--- src/rtl/string_scheduler.sv ---
// Round-robin fetch of one frame of pixels from a shared RAM read port into a bank
// of WS2812B string drivers; each string gets LEDS_PER_STRING pixels then one h_blank.
module string_scheduler #(
  parameter int NUM_STRINGS     = 4,
  parameter int LEDS_PER_STRING = 150,
  parameter int ADDR_W          = 12
) (
  input  logic                   clk,
  input  logic                   rst,
  input  logic                   frame_start,
  output logic                   frame_busy,
  output logic                   frame_done,
  output logic                   mem_rd,
  output logic [ADDR_W-1:0]      mem_addr,
  input  logic [23:0]            mem_rdata,
  input  logic [NUM_STRINGS-1:0] string_ready,
  output logic [23:0]            pixel_data,
  output logic [NUM_STRINGS-1:0] pixel_valid,
  output logic [NUM_STRINGS-1:0] h_blank
);

  localparam int         IDX_W        = $clog2(LEDS_PER_STRING + 1);
  localparam int         PTR_W        = (NUM_STRINGS > 1) ? $clog2(NUM_STRINGS) : 1;
  localparam logic [2:0] HOLDOFF_LOAD = 3'd4;

  typedef enum logic {G_IDLE = 1'b0, G_RUN = 1'b1} gstate_t;
  typedef enum logic [1:0] {S_PIX = 2'd0, S_BLANK = 2'd1, S_DONE = 2'd2} sstate_t;

  gstate_t                r_gstate;
  gstate_t                w_gstate_nxt;
  sstate_t                r_sstate  [NUM_STRINGS];
  logic [IDX_W-1:0]       r_idx     [NUM_STRINGS];
  logic [ADDR_W-1:0]      r_addr    [NUM_STRINGS];
  logic [2:0]             r_holdoff [NUM_STRINGS];
  logic [PTR_W-1:0]       r_ptr;

  logic [PTR_W-1:0]       r_rd_sel;
  logic                   r_blank_vld;
  logic [PTR_W-1:0]       r_blank_sel;
  logic                   r_cap_vld;
  logic [PTR_W-1:0]       r_cap_sel;

  logic [NUM_STRINGS-1:0] w_eligible;
  logic                   w_all_quiet;
  logic                   w_start;
  logic                   w_finish;
  logic                   w_busy_nxt;
  logic                   w_grant;
  logic                   w_grant_pix;
  logic [PTR_W-1:0]       w_grant_sel;
  logic [ADDR_W-1:0]      w_grant_addr;

  // Per-string eligibility and the frame-complete condition
  always_comb begin
    w_eligible  = '0;
    w_all_quiet = 1'b1;
    for (int s = 0; s < NUM_STRINGS; s++) begin
      w_eligible[s] = (r_gstate == G_RUN) && string_ready[s] &&
                      (r_holdoff[s] == 3'd0) && (r_sstate[s] != S_DONE);
      w_all_quiet   = w_all_quiet && (r_sstate[s] == S_DONE) &&
                      (r_holdoff[s] == 3'd0) && string_ready[s];
    end
  end

  // Round-robin arbiter: nearest eligible string at or after the pointer wins
  always_comb begin
    w_grant      = 1'b0;
    w_grant_pix  = 1'b0;
    w_grant_sel  = '0;
    w_grant_addr = '0;
    for (int k = 0; k < NUM_STRINGS; k++) begin
      for (int s = 0; s < NUM_STRINGS; s++) begin
        if (!w_grant && w_eligible[s] && (((int'(r_ptr) + k) % NUM_STRINGS) == s)) begin
          w_grant      = 1'b1;
          w_grant_sel  = PTR_W'(s);
          w_grant_pix  = (r_sstate[s] == S_PIX);
          w_grant_addr = r_addr[s];
        end else begin
          w_grant      = w_grant;
        end
      end
    end
  end

  // Global state register
  always_ff @(posedge clk or posedge rst) begin
    if (rst) begin
      r_gstate <= G_IDLE;
    end else begin
      r_gstate <= w_gstate_nxt;
    end
  end

  // Global next-state logic
  always_comb begin
    case (r_gstate)
      G_IDLE:  w_gstate_nxt = w_start  ? G_RUN  : G_IDLE;
      G_RUN:   w_gstate_nxt = w_finish ? G_IDLE : G_RUN;
      default: w_gstate_nxt = G_IDLE;
    endcase
  end

  // Global output decode; frame_start while running is simply not decoded
  always_comb begin
    w_start  = (r_gstate == G_IDLE) && frame_start;
    w_finish = (r_gstate == G_RUN) && w_all_quiet;
    if (w_start) begin
      w_busy_nxt = 1'b1;
    end else if (w_finish) begin
      w_busy_nxt = 1'b0;
    end else begin
      w_busy_nxt = frame_busy;
    end
  end

  // Frame status outputs
  always_ff @(posedge clk or posedge rst) begin
    if (rst) begin
      frame_busy <= 1'b0;
      frame_done <= 1'b0;
    end else begin
      frame_busy <= w_busy_nxt;
      frame_done <= w_finish;
    end
  end

  // Per-string progress; holdoff spans the fetch pipeline plus the driver's ready lag
  always_ff @(posedge clk or posedge rst) begin
    if (rst) begin
      for (int s = 0; s < NUM_STRINGS; s++) begin
        r_sstate[s]  <= S_PIX;
        r_idx[s]     <= '0;
        r_addr[s]    <= '0;
        r_holdoff[s] <= 3'd0;
      end
    end else if (w_start) begin
      for (int s = 0; s < NUM_STRINGS; s++) begin
        r_sstate[s]  <= S_PIX;
        r_idx[s]     <= '0;
        r_addr[s]    <= ADDR_W'(s * LEDS_PER_STRING);
        r_holdoff[s] <= 3'd0;
      end
    end else begin
      for (int s = 0; s < NUM_STRINGS; s++) begin
        if (w_grant && (w_grant_sel == PTR_W'(s))) begin
          r_holdoff[s] <= HOLDOFF_LOAD;
          if (r_sstate[s] == S_PIX) begin
            r_addr[s] <= r_addr[s] + ADDR_W'(1);
            r_idx[s]  <= r_idx[s] + IDX_W'(1);
            r_sstate[s] <= (r_idx[s] == IDX_W'(LEDS_PER_STRING - 1)) ? S_BLANK : S_PIX;
          end else begin
            r_sstate[s] <= S_DONE;
          end
        end else if (r_holdoff[s] != 3'd0) begin
          r_holdoff[s] <= r_holdoff[s] - 3'd1;
        end else begin
          r_holdoff[s] <= r_holdoff[s];
        end
      end
    end
  end

  // Round-robin pointer
  always_ff @(posedge clk or posedge rst) begin
    if (rst) begin
      r_ptr <= '0;
    end else if (w_grant) begin
      r_ptr <= (w_grant_sel == PTR_W'(NUM_STRINGS - 1)) ? '0 : w_grant_sel + PTR_W'(1);
    end else begin
      r_ptr <= r_ptr;
    end
  end

  // Issue stage: RAM read strobe or pending blank
  always_ff @(posedge clk or posedge rst) begin
    if (rst) begin
      mem_rd      <= 1'b0;
      mem_addr    <= '0;
      r_rd_sel    <= '0;
      r_blank_vld <= 1'b0;
      r_blank_sel <= '0;
    end else begin
      mem_rd      <= w_grant && w_grant_pix;
      mem_addr    <= (w_grant && w_grant_pix) ? w_grant_addr : '0;
      r_rd_sel    <= w_grant_sel;
      r_blank_vld <= w_grant && !w_grant_pix;
      r_blank_sel <= w_grant_sel;
    end
  end

  // Delivery stage: capture RAM data the cycle after the read and strobe the owner
  always_ff @(posedge clk or posedge rst) begin
    if (rst) begin
      r_cap_vld   <= 1'b0;
      r_cap_sel   <= '0;
      h_blank     <= '0;
      pixel_valid <= '0;
      pixel_data  <= 24'h000000;
    end else begin
      r_cap_vld   <= mem_rd;
      r_cap_sel   <= r_rd_sel;
      h_blank     <= r_blank_vld ? (NUM_STRINGS'(1'b1) << r_blank_sel) : '0;
      pixel_valid <= r_cap_vld ? (NUM_STRINGS'(1'b1) << r_cap_sel) : '0;
      pixel_data  <= r_cap_vld ? mem_rdata : pixel_data;
    end
  end

endmodule

--- config.mk ---
export PLATFORM = sky130hd
export DESIGN_NAME = string_scheduler
export DESIGN_NICKNAME = d
export VERILOG_FILES = /design/src/rtl/string_scheduler.sv
export SDC_FILE = /design/constraint.sdc
export NUM_CORES = 1
export LEC_CHECK = 0
export ABC_AREA = 1
export CORE_ASPECT_RATIO = 1.75
export CORE_MARGIN = 8
export CORE_UTILIZATION = 56
export DETAILED_ROUTE_END_ITERATION = 16
export GPL_ROUTABILITY_DRIVEN = 0
export PLACE_DENSITY = 0.77
export SLEW_MARGIN = 20
export SYNTH_ARGS = -nofsm -noshare
export SYNTH_HDL_FRONTEND = slang
export SYNTH_SLANG_ARGS = --single-unit
--- constraint.sdc ---
create_clock -name clk -period 5.7 [get_ports clk]
set_input_delay 0.855 -clock clk [delete_from_list [all_inputs] [get_ports clk]]
set_output_delay 0.855 -clock clk [all_outputs]
set_load 0.03 [all_outputs]
After elaboration in Yosys (flattened, before gate mapping) --
Cells that the tools add are included.
Storage, ports and cells: flip-flop bits (word level) 156, input bits 31, word-level logic and storage cells 305, output and inout port bits 47
Operators by class: multiplexer cells 112, shift operators 2, reduce and logical (&&, ||, !) cells 115, bitwise logic cells 4, add/sub/neg operators 16, eq/ne operators 27
Operators with widths (count):
- 12-bit two-way mux | 26
- 32-bit zero test | 4
- 8-bit two-way mux | 9
- 1-bit logical AND | 62
- 12-bit by 1-bit adder with 12-bit output, second input constant | 4
- 48-bit two-way mux | 1
- 2-bit two-way mux | 23
- 1-bit two-way mux | 41
- 8-bit by 1-bit adder with 8-bit output, second input constant | 4
- 8-bit == test, second input constant | 4
- 32-bit two-way mux | 1
- 3-bit two-way mux | 8
- 3-bit nonzero test | 8
- 3-bit == test, second input constant | 6
- 2-bit nonzero test | 9
- 2-bit == test, second input constant | 8
- 1-bit zero test | 16
- 3-bit zero test | 4
- 3-bit by 1-bit subtractor with 3-bit output, second input constant | 4
- 2-bit zero test | 5
- 3-bit by 2-bit == test with 1-bit output, second input constant | 3
- 4-bit two-way mux | 2
- 2-bit inequality test, second input constant | 4
- 2-bit AND reduction | 4
- other kinds (8) | 16

Depth between registers and ports, before layout --
depth after elaboration 69, depth in mapped cells 23

Least setup slack after synthesis --
No wires, ideal clock.
kind input to register, from in string_ready[1], to reg r_addr[2] (netlist name), setup slack 2.439 ns, data arrival time 3.185 ns, setup time 0.076 ns, path buffers 2, stages 21, path through nand2_1 -> nor2_4 -> nand2_2 -> nor2_1 -> inv_2 -> nand3_2 -> nor2_8 -> nand3_2 -> nor2_1 -> nor2_2 -> nand3_1 -> nor2_1 -> buf_2 -> nor2_1 -> inv_1 -> ha_1 -> nand3_4 -> nand2_2 -> buf_6 -> nand2_1 -> o21ai_1
On the way: cells in the longest elaborated chain, start to end 66, elaborated cells between the ends (all ways) 81
RTL lines:
- from (decl) | line 16 | input logic [NUM_STRINGS-1:0] string_ready,
- 1-bit logical AND (*) (2 in a row) | line 58 | w_eligible[s] = (r_gstate == G_RUN) && string_ready[s] &&
- 1-bit logical AND (*) | line 59 | (r_holdoff[s] == 3'd0) && (r_sstate[s] != S_DONE);
- 1-bit logical AND (2 in a row) | line 73 | if (!w_grant && w_eligible[s] && (((int'(r_ptr) + k) % NUM_STRINGS) == s)) begin
- 1-bit two-way mux | line 73
- 1-bit zero test | line 73
- 1-bit logical AND (2 in a row) | line 73
- 1-bit two-way mux | line 73
- 1-bit zero test | line 73
- [46 not listed]
- 1-bit two-way mux | line 73
- 1-bit zero test | line 73
- 1-bit logical AND (2 in a row) | line 73
- 2-bit two-way mux | line 73
- 2-bit == test | line 145 | if (w_grant && (w_grant_sel == PTR_W'(s))) begin
- 1-bit logical AND (*) | line 145
- 2-bit nonzero test (no line) (*)
- 2-bit AND reduction (no line) (*)
- to (signal, indexed assignment) | line 140 | r_addr[s] <= ADDR_W'(s * LEDS_PER_STRING);
- to (signal, indexed assignment) | line 148 | r_addr[s] <= r_addr[s] + ADDR_W'(1);
- to (decl) | line 33 | logic [ADDR_W-1:0] r_addr [NUM_STRINGS];
Every way passes the cells marked *; elsewhere a longest branch is shown, timed or not. A chain may end at the register's enable or synchronous reset.

Worst setup path after layout --
from in string_ready[3], to reg r_addr[6] (netlist name)
On the way: cells in the longest elaborated chain, start to end 58, elaborated cells between the ends (all ways) 71
RTL lines (line):
- 1-bit logical AND (*) (2 in a row) | 58
- 1-bit logical AND (*) | 59
- 1-bit logical AND (2 in a row) | 73
- 1-bit two-way mux | 73
- 1-bit zero test | 73
- 1-bit logical AND (2 in a row) | 73
- 1-bit two-way mux | 73
- 1-bit zero test | 73
- [38 not listed]
- 1-bit two-way mux | 73
- 1-bit zero test | 73
- 1-bit logical AND (2 in a row) | 73
- 2-bit two-way mux | 73
- 2-bit == test | 145
- 1-bit logical AND (*) | 145
- 2-bit nonzero test (no line) (*)
- 2-bit AND reduction (no line) (*)
Marks and branches as above.

==> results.toml <==
[finish]
ff_latch_area_um2 = 3904
fillCellCount = 1688
multi_input_area_um2 = 5609
nNetsFinal = 1642
drive_gt1_share_pct = 7.928
area_growth_pct = 14.15

[logic_synthesis]
synth_compound_area_share_pct = 6.602
syn_avg_cell_area_um2 = 6.832
synth_top_area_share_pct = 37.25
yosysMostFrequentCell = "nand2_1"
seq_area_frac_synth_pct = 37.25
synth_top_area_cell = "dfrtp_1"
synth_nets = 1587
synth_cell_types = 37
synth_xor_xnor_area_share_pct = 4.179
synthArstFlopShare_pct = 100.0
ys_warn_count = 0
synthAdderAreaFrac_pct = 2.627
synthCells = 1534
yosys-top-cells-area = "dfrtp_1 37%, nand2_1 18%, nand3_1 6.5%, nor2_1 6.2%, inv_1 6.2%"
synth_edf_count = 0
synth_flop_cell = "dfrtp_1"
synth_mux_area_share_pct = 0
yosys.area_share.simple_pct = 40.04
synth_top_family_by_area = "simple AND/OR/NAND/NOR gates"
netlist_top_cells_count = "511 x nand2_1, 174 x nor2_1, 172 x inv_1, 156 x dfrtp_1, 137 x nand3_1"
synth-seq-cells = 156
syn_area_um2 = 10480

[power]
power.density_nw_per_um2 = 512.7
cellInternalPower_w = 0.003104
power.leakage_nw = 6.110
power.total_w = 0.006133
switching_power_w = 0.003029
seq_power_share_pct = 32.1
ir_worst_vdd_uv = 268.9
p_comb_share_pct = 48.7
power_frac_clock_pct = 19.2
p_sw_share_pct = 49.39

[critical_path]
reg2reg_from = "r_holdoff[9]$_DFFE_PP0P_"
path_class = "in2reg"
cp_num_buf_inv = 3
worstPathCellList = "clkdlybuf4s50_1 > nand2_1 > nand3b_4 > a21oi_2 > buf_4 > nor2_4 > nand3_4 > nand3_2 > nor2_1 > nor2_2 > nand3_1 > nor2_1 > nor2_1 > inv_1 > ha_1 > nand3_4 > nand2_2 > nand2_1 > o21ai_2"
cp-start-kind = "primary input"
worstPathArrival_ns = 5.17
critPathMaxStageDelay_ns = 0.67
cpMaxStageDelayCell = "nor2_1"
required_ns = 6.05
crit_path_frequent_cell = "nor2_1"
worstRegToRegCells = 20
crit_fanout = 30
worstSetupEndpointType = "flip-flop"
reg2reg_slack_ns = 1.13
r2r-end = "r_addr[6]$_DFFE_PP0P_"
crit_family = "simple AND/OR/NAND/NOR gates"

[die]
num_rows = 66
io_pins = 78
die_w_um = 119.4
design.die.area_um2 = 23520
die_y_um = 197.0
initial_core_util_pct = 56.66
core_um2 = 18500

[routing]
drt_iter0_markers = 1242
routedWlPerCell_um = 19.19
wl_um = 35320
dr.pass1.iters = 10
ant_nets = 0
vias = 10525
drcViolationCount = 0
vias_per_cell = 5.717

[global_route]
grt_max_degree = 89
grt_usage_pct = 30.50
grt_pass1_vias = 10039
grt_antenna_before_repair = 1
overflow = 0
grt_pass1_wl_um = 55190

[cts]
cts_htree_levels = 4
clock-sinks = 156
cts_tree = "yes"
cts_buffers = 17
cts_setup_buffers = 0
hold_buffers = 0
clk_latency_ns = 0.44
cts_root_buf = "clkbuf_16"
clk_pin_slew_ns = 0.06
cts_buffer_depth = 2
cts_resized = 0

[hold_path]
min_to = "r_cap_vld$_DFF_PP0_"
hp-start = "mem_rd$_DFF_PP0_"
hold_class = "reg2reg"
hold_path_depth = 0

[sta]
finalHoldViolCount = 0
final_max_slew_viol_count = 0
fin_crit_sh_pct = 84.53
max_freq_mhz = 207.6
worstMarginPinSlew_ns = 1.103
finClkSkew_ns = 0.009969
setup_viol = 0
period_minus_slack_ns = 4.818
setup_tns_ns = 0
max_slew_margin_pct = 25.93
rsz0062_at_grt = "no"

[placed_design]
dp_hpwl_um = 24140
io_buffers = 77

[run]
max-cap-violations = 0

[outcome]
outcome = "complete, no violations"
==> flip-flops by register name, summed over array words and instances, names as in the netlist, 2 cells and up <==
| name | count |
|---|---|
| h_blank | 4 |
| mem_addr | 12 |
| pixel_data | 24 |
| pixel_valid | 4 |
| r_addr | 48 |
| r_blank_sel | 2 |
| r_cap_sel | 2 |
| r_holdoff | 12 |
| r_idx | 32 |
| r_ptr | 2 |
| r_sstate | 8 |
==> layer usage <==
metal	global-route usage [%]	vias up	wire length, um
met3	7.679	156	3476
met1	32.77	4868	12230
met2	52.23	563	17250
li1	-	4938	-
met4	20.00	0	2369
met5	0	-	0
==> cell type report <==
cell class | count | area share [%]
Multi-Input combinational cell | 1139 | 46.89
Sequential cell | 156 | 32.63
Timing Repair Buffer | 88 | 7.133
Inverter | 187 | 5.909
Clock buffer | 18 | 3.588
Tap cell | 238 | 2.489
Clock inverter | 14 | 1.339
Antenna cell | 1 | 0.02092
==> cell families after synthesis <==
kind of cell / count (synthesis)
buf+inv: 239
flops: 156
simple gates: 950
fa+ha+maj: 22
compound gates: 117
xor+xnor: 50
==> stage by stage <==
stage	hold WS, ns	util (%)	area, um^2	worst slack (ns)	instances
2_1_floorplan	0.3964	-	10480	0.6385	1534
5_1_grt	0.3905	64.66	11960	0.5819	1840
3_3_place_gp	0.3627	61.47	11370	0.7368	1808
4_1_cts	0.3846	64.66	11960	1.025	1840
3_5_place_dp	0.3743	61.47	11370	0.5840	1808
6_report	0.3801	64.67	11960	0.8819	1841
==> cells in the final DEF, fill, tap and decap left out, types with 11 or more instances in the layout <==
cell	instances
nor2_1	173
nand4_1	37
inv_1	170
inv_2	16
nor3_1	31
dfrtp_1	156
clkdlybuf4s50_1	77
buf_4	11
o21ai_0	53
o21ai_2	25
xor2_1	43
a21oi_1	29
clkbuf_16	17
nand2_1	511
nand3_1	137
ha_1	22
==> power groups by stage <==
stage,Clock (W),Combinational [W],Sequential (W)
3_5_place_dp,0,0.00285,0.00195
5_1_grt,0.00123,0.00328,0.00200
6_report,0.00118,0.00299,0.00197
4_1_cts,0.00119,0.00287,0.00194
3_3_place_gp,0,0.00278,0.00194
2_1_floorplan,0,0.00178,0.00205
==> how the worst max path moves through the flow <==
stage / startpoint / end / cells past startpoint
2_1_floorplan: rst / frame_busy$_DFFE_PP0P_ / 1
3_3_place_gp: string_ready[3] / r_addr[46]$_DFFE_PP0P_ / 18
3_5_place_dp: string_ready[3] / r_addr[6]$_DFFE_PP0P_ / 19
4_1_cts: string_ready[3] / r_addr[6]$_DFFE_PP0P_ / 19
5_1_grt: string_ready[3] / r_addr[6]$_DFFE_PP0P_ / 19
6_report: string_ready[3] / r_addr[6]$_DFFE_PP0P_ / 19
(Power assumes the default switching activity.)
